===== src/rtl/remap_arbiter.sv =====
// rtl/remap_arbiter.sv - arbitrates SoC lookups and GC/flash-write remap updates onto one remapping table port
module remap_arbiter #(
  parameter int VA_W       = 16,
  parameter int FA_W       = 20,
  parameter int TIMEOUT    = 255,
  parameter int STARVE_LIM = 4
) (
  input  logic            clk,
  input  logic            rst,

  input  logic            soc_req,
  input  logic [VA_W-1:0] soc_vaddr,
  output logic            soc_ack,
  output logic [FA_W-1:0] soc_faddr,
  output logic            soc_err,

  input  logic            gc_req,
  input  logic [VA_W-1:0] gc_vaddr,
  input  logic [FA_W-1:0] gc_faddr,
  output logic            gc_ack,

  input  logic            fl_req,
  input  logic [VA_W-1:0] fl_vaddr,
  input  logic [FA_W-1:0] fl_faddr,
  output logic            fl_ack,

  output logic            rt_lookup,
  output logic            rt_update,
  output logic [VA_W-1:0] rt_vaddr,
  output logic [FA_W-1:0] rt_faddr,
  input  logic            rt_done,
  input  logic            rt_error,
  input  logic [FA_W-1:0] rt_rdata,

  output logic            busy,
  output logic            upd_err
);

  typedef enum logic [1:0] {IDLE, LOOKUP, UPDATE, RESP} state_t;
  typedef enum logic [1:0] {SRC_NONE, SRC_SOC, SRC_GC, SRC_FL} src_t;

  // Last cycle of a command that never sees rt_done; the command is high for TIMEOUT cycles.
  localparam logic [7:0] TMO_LAST   = 8'(TIMEOUT - 1);
  localparam logic [7:0] STARVE_MAX = 8'(STARVE_LIM);

  state_t     state;
  src_t       owner;
  src_t       pick;
  logic       rr_fl;
  logic [7:0] tcnt;
  logic [7:0] starve;
  logic       upd_pend;
  logic       soc_force;
  logic       cmd_end;
  logic       cmd_fail;

  // Choose the grantee: updates beat lookups unless the lookup has been starved,
  // and gc/fl alternate through the last-served pointer.
  always_comb begin
    upd_pend  = gc_req | fl_req;
    soc_force = soc_req & (starve >= STARVE_MAX);
    pick      = SRC_NONE;
    if (soc_req && (!upd_pend || soc_force)) begin
      pick = SRC_SOC;
    end else if (gc_req && (!fl_req || !rr_fl)) begin
      pick = SRC_GC;
    end else if (fl_req) begin
      pick = SRC_FL;
    end
  end

  // A command ends on rt_done or on its last allowed cycle; done wins over timeout.
  always_comb begin
    cmd_end  = rt_done || (tcnt == TMO_LAST);
    cmd_fail = rt_done ? rt_error : 1'b1;
  end

  // Arbitration, command issue, completion and response sequencing.
  always_ff @(posedge clk or posedge rst) begin
    if (rst) begin
      state     <= IDLE;
      owner     <= SRC_NONE;
      rr_fl     <= 1'b0;
      tcnt      <= '0;
      starve    <= '0;
      soc_ack   <= 1'b0;
      soc_faddr <= '0;
      soc_err   <= 1'b0;
      gc_ack    <= 1'b0;
      fl_ack    <= 1'b0;
      rt_lookup <= 1'b0;
      rt_update <= 1'b0;
      rt_vaddr  <= '0;
      rt_faddr  <= '0;
      busy      <= 1'b0;
      upd_err   <= 1'b0;
    end else begin
      case (state)
        IDLE: begin
          if (pick != SRC_NONE) begin
            owner <= pick;
            tcnt  <= '0;
            busy  <= 1'b1;
            case (pick)
              SRC_SOC: begin
                state     <= LOOKUP;
                rt_lookup <= 1'b1;
                rt_vaddr  <= soc_vaddr;
                rt_faddr  <= '0;
                starve    <= '0;
              end
              SRC_GC: begin
                state     <= UPDATE;
                rt_update <= 1'b1;
                rt_vaddr  <= gc_vaddr;
                rt_faddr  <= gc_faddr;
                rr_fl     <= 1'b1;
              end
              SRC_FL: begin
                state     <= UPDATE;
                rt_update <= 1'b1;
                rt_vaddr  <= fl_vaddr;
                rt_faddr  <= fl_faddr;
                rr_fl     <= 1'b0;
              end
              default: begin
              end
            endcase
            // Only updates that overtake a waiting lookup count toward starvation.
            if (pick != SRC_SOC && soc_req && starve != 8'hFF) begin
              starve <= starve + 8'd1;
            end
          end
        end

        LOOKUP, UPDATE: begin
          if (cmd_end) begin
            rt_lookup <= 1'b0;
            rt_update <= 1'b0;
            state     <= RESP;
            case (owner)
              SRC_SOC: begin
                soc_ack <= 1'b1;
                soc_err <= cmd_fail;
                if (rt_done) begin
                  soc_faddr <= rt_rdata;
                end
              end
              SRC_GC: begin
                gc_ack <= 1'b1;
                if (cmd_fail) begin
                  upd_err <= 1'b1;
                end
              end
              SRC_FL: begin
                fl_ack <= 1'b1;
                if (cmd_fail) begin
                  upd_err <= 1'b1;
                end
              end
              default: begin
              end
            endcase
          end else begin
            tcnt <= tcnt + 8'd1;
          end
        end

        RESP: begin
          soc_ack <= 1'b0;
          gc_ack  <= 1'b0;
          fl_ack  <= 1'b0;
          soc_err <= 1'b0;
          busy    <= 1'b0;
          owner   <= SRC_NONE;
          state   <= IDLE;
        end

        default: begin
          state <= IDLE;
        end
      endcase
    end
  end

endmodule


===== config.mk =====
export PLATFORM = sky130hd
export DESIGN_NAME = remap_arbiter
export DESIGN_NICKNAME = d
export VERILOG_FILES = /design/src/rtl/remap_arbiter.sv
export SDC_FILE = /design/constraint.sdc
export NUM_CORES = 1
export LEC_CHECK = 0
export CORE_MARGIN = 8
export CORE_UTILIZATION = 39
export CTS_CLUSTER_DIAMETER = 50
export DETAILED_ROUTE_END_ITERATION = 8
export MAX_ROUTING_LAYER = met4
export PLACE_DENSITY = 0.87
export SLEW_MARGIN = 10
export SYNTH_ARGS = -nofsm -noshare
export SYNTH_HDL_FRONTEND = slang
export SYNTH_SLANG_ARGS = --single-unit

===== constraint.sdc =====
create_clock -name clk -period 2.7 [get_ports clk]
set_clock_uncertainty 0.1 [all_clocks]
set_input_delay 0.405 -clock clk [delete_from_list [all_inputs] [get_ports clk]]
set_output_delay 0.405 -clock clk [all_outputs]
set_load 0.01 [all_outputs]

======== Word-level counts from Yosys, hierarchy flattened ========
Cells that the tools add are included.
W data, S select, Z words.
operators by class
  $add $sub $neg .......................... 2
  magnitude comparators ................... 1
  eq/ne operators ......................... 21
  mux-type cells .......................... 39
  bitwise gates (word level) .............. 2
  reduce and logical (&&, ||, !) cells .... 34
operators with widths
  operator               count
  $pmux W20 S3           1
  $pmux W16 S3           1
  $mux W8                4
  $reduce_and A3 Y1      8
  $add A8 B1 Y8 const B  2
  $pmux W1 S2            8
  $pmux W8 S2            1
  $reduce_and A4 Y1      4
  $mux W1                15
  $eq A2 B2 Y1 const B   6
  $mux W2                6
  $reduce_bool A2 Y1     6
  $ne A2 B2 Y1 const B   5
  $eq A8 B8 Y1 const B   1
  $ge A8 B3 Y1 const B   1
  $ne A2 B1 Y1 const B   4
  $ne A8 B8 Y1 const B   1
  $pmux W2 S2            2
  $eq A2 B1 Y1 const B   3
  $pmux W2 S3            1
  $reduce_or A2 Y1       3
  $logic_and A1 B1 Y1    4
  $logic_not A1 Y1       3
  $logic_or A1 B1 Y1     3
  other kinds (6)        6
storage, ports and cells
  bits in registers ....................... 85
  input port bits ......................... 115

======== Longest topological paths before layout ========
  word-level depth ........................ 10
  gate-level depth with buffers ........... 8

======== Least setup slack after synthesis ========
Ideal clock, no wire load.
  kind .................................... reg-to-reg
  from .................................... register state[0]
  to ...................................... register tcnt[1]
  library setup time ...................... 116 ps
  arrival time ............................ 1655 ps
  slack ................................... 829 ps
  stages on the path, launching flop included .. 7
  path buffers ............................ 0
  path through ............................ dfrtp_1 -> inv_1 -> ha_1 -> or4b_2 -> o21ai_0 -> nand2_1 -> o311ai_0
between the ends
  longest elaborated chain between the ends .. 4
  elaborated cells between the ends (all ways) .. 9
ends and longest elaborated chain
  what                                                                        RTL line  RTL
  start: declaration                                                          46        state_t state;
  start signal: assignment                                                    81        state <= IDLE;
  start signal: assignment                                                    106       state <= LOOKUP;
  start signal: assignment                                                    113       state <= UPDATE;
  $eq A2 B1 Y1 / $eq A2 B2 Y1 (equally long branches)                         98        case (state)
  $reduce_or A2 Y1                                                            98
  $ne A2 B2 Y1 (no source line) / $reduce_bool A2 Y1 (equally long branches)  -
  $reduce_and A3 Y1 (no source line)                                          -
  end signal: assignment                                                      165       tcnt <= tcnt + 8'd1;
  end: declaration                                                            50        logic [7:0] tcnt;
Parallel ways exist; a longest one is shown, timed or not.
A chain may end at the register's enable or synchronous reset.

======== Final worst setup path ========
  from .................................... register state[0]
  to ...................................... register tcnt[4]
The elaborated chain is that of the path after synthesis.

==> results.py <==
metrics = {
    "power": {
        "ir_drop_uv": 372,
        "power.total_mw": 6.25,
        "power_density_mw_per_mm2": 976,
        "p_leak_nw": 2.76,
    },
    "floorplan": {
        "die_h_um": 119,
        "row_count": 37,
        "core_area_sq_mm": 0.0104,
        "top_level_ports": 179,
        "die_area_sq_mm": 0.0143,
        "initial_utilization_pct": 40.2,
        "die_x_um": 119,
    },
    "sta": {
        "holdWs_ns": 0.269,
        "maxSlewViolCount": 0,
        "worst_slack_ns": 0.613,
        "layout_worst_path_cycle_share_pct": 77.3,
        "rsz0062_at_grt": "no",
        "fmax_mhz": 479,
        "min_period_ns": 2.09,
        "worst_pin_slew_ns": 0.675,
        "hold_viol_final": 0,
        "slew_headroom_pct": 54.5,
        "setup_viol": 0,
        "fin_tns_setup_ns": 0,
    },
    "worst_setup_path": {
        "rr_worst_depth": 5,
        "critPathCaptureType": "flip-flop",
        "slowest_stage": "ha_1",
        "cp_top_family": "adder cells",
        "worstPathMaxFanout": 11,
        "cp.arrival_ns": 2.24,
        "crit_top_cell": "inv_1",
        "critical_path_class": "flip-flop to flip-flop",
        "required_ns": 2.85,
        "cp.depth": 5,
        "crit_chain": "inv_1 -> ha_1 -> inv_1 -> or3_1 -> o311ai_0",
        "cp_num_buf_inv": 2,
        "critical_path.max_stage_delay_ns": 0.48,
        "crit_path_start_kind": "flip-flop",
    },
    "synthesis": {
        "yosysWarnings": 0,
        "async_flop_share_pct": 100,
        "yosysSeqAreaShare_pct": 51.0,
        "yosys.cell_types.count": 50,
        "synth_cells": 376,
        "synth.cell_area_sq_mm": 0.00417,
        "syn_avg_cell_area_sq_um": 11.1,
        "synth-seq-cells": 85,
        "synth-main-ff-cell": "dfrtp_1",
        "synth_nets": 497,
        "synth_edf_count": 0,
    },
    "cells_and_area": {
        "nNetsFinal": 671,
        "n_antenna_cell": 0,
        "drive_gt1_share_pct": 11.4,
        "area_delta_synth_final_pct": 53.6,
        "final_util_pct": 61.8,
    },
    "run": {
        "cap_violations": 0,
    },
    "grt": {
        "grt_max_degree": 64,
        "grt_overflow_total": 0,
        "grt.total_usage_pct": 18.5,
        "grt_pass1_wl_mm": 20.7,
        "antenna_found_initial": 0,
        "grt_pass1_vias": 4069,
    },
    "placement": {
        "numPortBuffers": 178,
        "place.gp.congestion": 0.762,
        "dp_hpwl_mm": 9.91,
        "post-place-ws_ns": 0.284,
    },
    "clock_network": {
        "cts_sinks": 85,
        "holdBufCountCts": 0,
        "post_cts_buffers": 0,
        "cts_made_buffers": 9,
        "clk_path_buf_depth": 2,
        "clk_pin_slew_ns": 0.10,
        "cts_root_buf": "clkbuf_8",
        "clk_latency_ns": 0.36,
        "h-tree-depth": 3,
        "tritoncts": "yes",
        "cts_resized": 0,
    },
    "worst_hold_path": {
        "hp-class": "input port to async pin",
    },
    "route": {
        "wl_mm": 12.8,
        "viasPerCell": 5.35,
        "vias": 3699,
        "drc_errors": 0,
        "drtAntennaViolNets": 0,
        "post_drt_wl_per_cell_um": 18.6,
        "drtIter0Drc": 187,
        "first_pass_iters": 5,
    },
    "status": {
        "status": "complete, no violations",
    },
}
## path summary, 6_finish.rpt
path,slack [ns],startpoint,end
max,0.61,state[0],tcnt[4]
min,0.27,rst,soc_faddr[11]
min reg2reg,0.38,rt_faddr[7],rt_faddr[7]
max in group asynchronous,1.63,rst,starve[4]
min in group clk,0.38,rt_faddr[7],rt_faddr[7]
max reg2reg,0.61,state[0],tcnt[4]
## Yosys cell counts (2+ instances only)
library cell  count  area share [%]
nand2b_1          4            0.60
o311ai_0          4            0.84
buf_1             2            0.18
o21ai_0           6            0.72
a21o_1            4            0.72
a31o_2            3            0.63
mux2i_1          36             8.6
a31oi_1           6            0.90
a41o_1            2            0.48
nand4_1           3            0.45
a21oi_1           3            0.36
nor2b_1           2            0.30
nor3_1            3            0.36
dfrtp_1          85              51
nor4b_1           3            0.63
o31ai_1          38             6.8
a22oi_1          17             3.1
nand2_1          37             3.3
clkbuf_1         13             1.2
ha_1              6             1.8
buf_6             2            0.54
or3_1             3            0.45
or4_1             2            0.36
and3_1            2            0.30
inv_1            12             1.1
nor2_1           10            0.90
nand3_1          10             1.2
buf_2            12             1.4
mux2_2           20             5.4
o211ai_1          6             1.1
## layout by cell type, fill, tap and decap left out, types with 5 or more instances in the layout
cell | Yosys | final
nand2_1 | 37 | 37
o31ai_1 | 38 | 38
clkdlybuf4s50_1 | 0 | 178
clkbuf_8 | 0 | 10
mux2i_1 | 36 | 36
a22oi_1 | 17 | 17
nor2_1 | 10 | 10
buf_12 | 0 | 5
nand3_1 | 10 | 10
inv_1 | 12 | 11
dfrtp_1 | 85 | 85
o211ai_1 | 6 | 6
o21ai_0 | 6 | 5
mux2_2 | 20 | 20
buf_4 | 0 | 9
ha_1 | 6 | 6
## cell families (layout without fill, tap and decap cells)
group | after synthesis | count (layout) | share of synthesized area [%]
flip-flops | 85 | 85 | 51.0
AO/OA/AOI/OAI | 101 | 101 | 18.3
adder cells (fa/ha/maj) | 6 | 6 | 1.80
multiplexers | 56 | 56 | 14.0
AND/OR/NAND/NOR | 87 | 87 | 10.5
buffers and inverters | 41 | 220 | 4.41
## stage by stage
stage | area [sq um] | instances
after floorplan | 4170 | 376
after global placement | 6200 | 675
after detailed placement | 6200 | 675
after CTS | 6400 | 691
after global routing | 6400 | 691
final | 6400 | 691
## layer usage
| layer | global-route usage, % | part of all wire, % |
|---|---|---|
| met1 | 19.7 | 40 |
| met2 | 31.6 | 52 |
| met3 | 6.09 | 6.6 |
| met4 | 6.79 | 1.6 |
| met5 | - | 0 |
## cell type report
cell class              count  area (sq um)
clock inverters             6          70.1
repair buffers            192          1950
fillers                   828          3970
multi-input cells         250          1900
inverters                  12          46.3
well taps                 136           170
flip-flops and latches     85          2130
clock buffers              10           138
## report_power, final
group / internal [mW] / switching [mW] / leakage [nW] / total [mW]
Combinational: 1.66 / 1.47 / 1.60 / 3.13
Clock: 0.458 / 0.491 / 0.0951 / 0.948
Sequential: 1.81 / 0.354 / 1.07 / 2.17
## registers in the layout, summed over array words and instances (netlist names), 2 cells and up
register,flops
tcnt,8
rt_faddr,20
soc_faddr,20
owner,2
state,2
starve,8
rt_vaddr,16
Note: power is estimated with default switching activity, not from simulation.
==> RTL change: new RTL, same flow settings <==
Change the parameter `TIMEOUT` from 255 to 127.
--- a/src/rtl/remap_arbiter.sv
+++ b/src/rtl/remap_arbiter.sv
@@ -2,7 +2,7 @@
 module remap_arbiter #(
   parameter int VA_W       = 16,
   parameter int FA_W       = 20,
-  parameter int TIMEOUT    = 255,
+  parameter int TIMEOUT    = 127,
   parameter int STARVE_LIM = 4
 ) (
   input  logic            clk,
Behaviour: same outputs for any inputs over 4 cycles, from zero or initial values and one cycle with rst high; that may be too few to reach the edited logic, so the function may still have changed.
==> RTL change against the original RTL <==
Non-clock buffer count is 2 lower. Routed wire length is 3.7% lower. Highest routed layer unchanged. Cell count is 1.9% higher. Sequential power hardly changed. Final area hardly changed. Synthesized cell count is 1.6% higher. Worst setup slack worse by 0.062 ns. Sequential cell count stayed put. Sequential share of layout area hardly changed. Power is 1.4% lower. Area after synthesis is 1.5% higher. Count of clock-buffer cells in the layout is 3 higher.
==> RTL change: results (changes against the original RTL) <==
The switching share of total power is 36.9% (was 37.1%). Top cells by area in the synthesized netlist: dfrtp_1, mux2i_1, o31ai_1 (unchanged). The top cell family by delay on the critical path was simple AND/OR/NAND/NOR gates (was adder cells).

The first-iteration detailed-routing DRC count was 174 (was 187); the via count of the first global-routing pass was 4076 (was 4069). The count of synthesis-stage warnings from yosys was 0 (unchanged); the detailed-router iteration count before antenna repair was 4 (was 5). The share of post-route cells with drive strength above 1 is 11.0% (was 11.4%). The delay contributed by the slowest stage of the critical path came out at 0.49 ns. The slowest cell on the critical path was or4_1 (was ha_1).

The tools report the number of nets produced by synthesis as 503 (was 497). The tools report the count of inserted antenna diode cells as 0 (unchanged). The pin count of the biggest net entering global routing was 45 (was 64). Commonest register cell after synthesis: dfrtp_1 (unchanged). The tools report the worst IR drop on VDD as 0.412 mV (was 0.372 mV). The startpoint of the worst-slack reg-to-reg timing path is state[0] (unchanged). The run gives 35.2% (was 34.7%) as the sequential power share.

The number of antenna violations at the first check in global routing was 0 (unchanged). The worst slew slack as a fraction of its limit was 62.7% (was 54.5%); the static leakage power was 2.77 nW (was 2.76 nW). The buffer cell driving the clock tree root is clkbuf_8 (unchanged). The tools report the global placer's final weighted congestion as 0.830 (was 0.762). The classification of the worst setup path was flop to flop (unchanged). The flow ran to the end, and the final reports show no timing, DRC or antenna violations.

For the half-perimeter wire length after detailed placement, the log shows 9630 µm (was 9910 µm). The maximum fanout along the worst path came out at 9 (was 11). The depth of the most critical reg-to-reg path came out at 6 (was 5). The logs give 50.3% (was 51.0%) for the sequential fraction of the synthesis area and 680 (was 671) for the net total in the final layout. The overall track demand over capacity in global routing is 17.4% (was 18.5%). The TritonCTS buffer count was 9 (unchanged).

Synth top cells by count: dfrtp_1, o31ai_1, nand2_1 (unchanged). For the global-route wire length before repair, the log shows 19800 µm (was 20700 µm). The logs give 0.55 ns (was 0.61 ns) for the setup slack of the worst register-to-register path and 3 (unchanged) for the number of H-tree branching levels. Cell area after placement: 6210 µm² (was 6200 µm²).

Largest registers: rt_faddr x20, soc_faddr x20, rt_vaddr x16 (unchanged). The tools report the arrival time of the worst setup path as 2.31 ns (was 2.24 ns). The run gives 0.342 ns (was 0.269 ns) as the final worst hold slack. The clock insertion delay at the later pin of the skew report was 0.34 ns (was 0.36 ns); the post-CTS setup buffer count was 0 (unchanged). The number of I/O port buffers is 178 (unchanged).

The vias per cell came out at 5.40 (was 5.35). The average wire length per cell after detail routing is 17.6 µm (was 18.6 µm). Share of flip-flops with an asynchronous set or reset after synthesis: 100% (unchanged).

The class of the worst hold path is input port to async pin (unchanged). Critical register-to-register path endpoint: tcnt[5] (was tcnt[4]). The register clock-pin slew on the reported worst setup and hold paths is 0.08 ns (was 0.10 ns). The number of instances resized during post-cts repair was 0 (unchanged); the number of buffers on the longest clock path was 2 (unchanged). For the distinct cell type count after synthesis, the log shows 53 (was 50).
-- RTL change: layer usage --
metal	GRT usage, %	up-vias	share of wire, %
met5	-	-	0
met4	5.93	0	1.9
met3	4.38	20	7.2
met2	29.1	183	48
met1	20.1	1813	43
li1	-	1784	-
-- RTL change: cell families after synthesis --
family	synth area share (%)
flip-flops	50.3
AO/OA/AOI/OAI	18.1
buffers and inverters	4.20
multiplexers	13.8
adder cells (fa/ha/maj)	1.77
AND/OR/NAND/NOR	11.9
-- RTL change: power by group through the flow --
stage / clock network (W) / registers, W / logic (W)
2_1_floorplan: 0 / 0.00234 / 0.00144
3_3_place_gp: 0 / 0.00215 / 0.00306
3_5_place_dp: 0 / 0.00218 / 0.00318
4_1_cts: 0.000871 / 0.00217 / 0.00318
5_1_grt: 0.000912 / 0.00224 / 0.00343
6_report: 0.000840 / 0.00217 / 0.00316
-- RTL change: metrics by stage --
step | cells | total power, W | worst slack (ns)
finish | 704 | 0.00616 | 0.550
detailed placement | 688 | 0.00536 | 0.380
global route | 704 | 0.00659 | 0.435
CTS | 704 | 0.00622 | 0.571
floorplan | 382 | 0.00378 | 0.00150
global placement | 688 | 0.00521 | 0.444
-- RTL change: worst max-delay path by stage --
stage	to	slack, ns	cells past startpoint
final	tcnt[5]	0.55	6
after global routing	tcnt[5]	0.43	6
after CTS	tcnt[5]	0.57	6
after detailed placement	owner[0]	0.38	6
after global placement	owner[0]	0.44	6
after floorplan	busy	0.002	1
-- RTL change: layout make-up --
type                            instances  area [µm²]
Clock buffer                           13         169
Clock inverter                          3        18.8
Fill cell                             913        4300
Inverter                               11        42.5
Multi-Input combinational cell        262        1960
Sequential cell                        85        2130
Tap cell                              140         175
Timing Repair Buffer                  190        1910
-- RTL change: worst reg2reg max path, cell delays in order, from the launching register on --
cell,delay (ns)
dfrtp_1,0.38
inv_1,0.06
ha_1,0.41
nand2b_1,0.24
a21boi_1,0.21
or4_1,0.49
a21oi_1,0.18
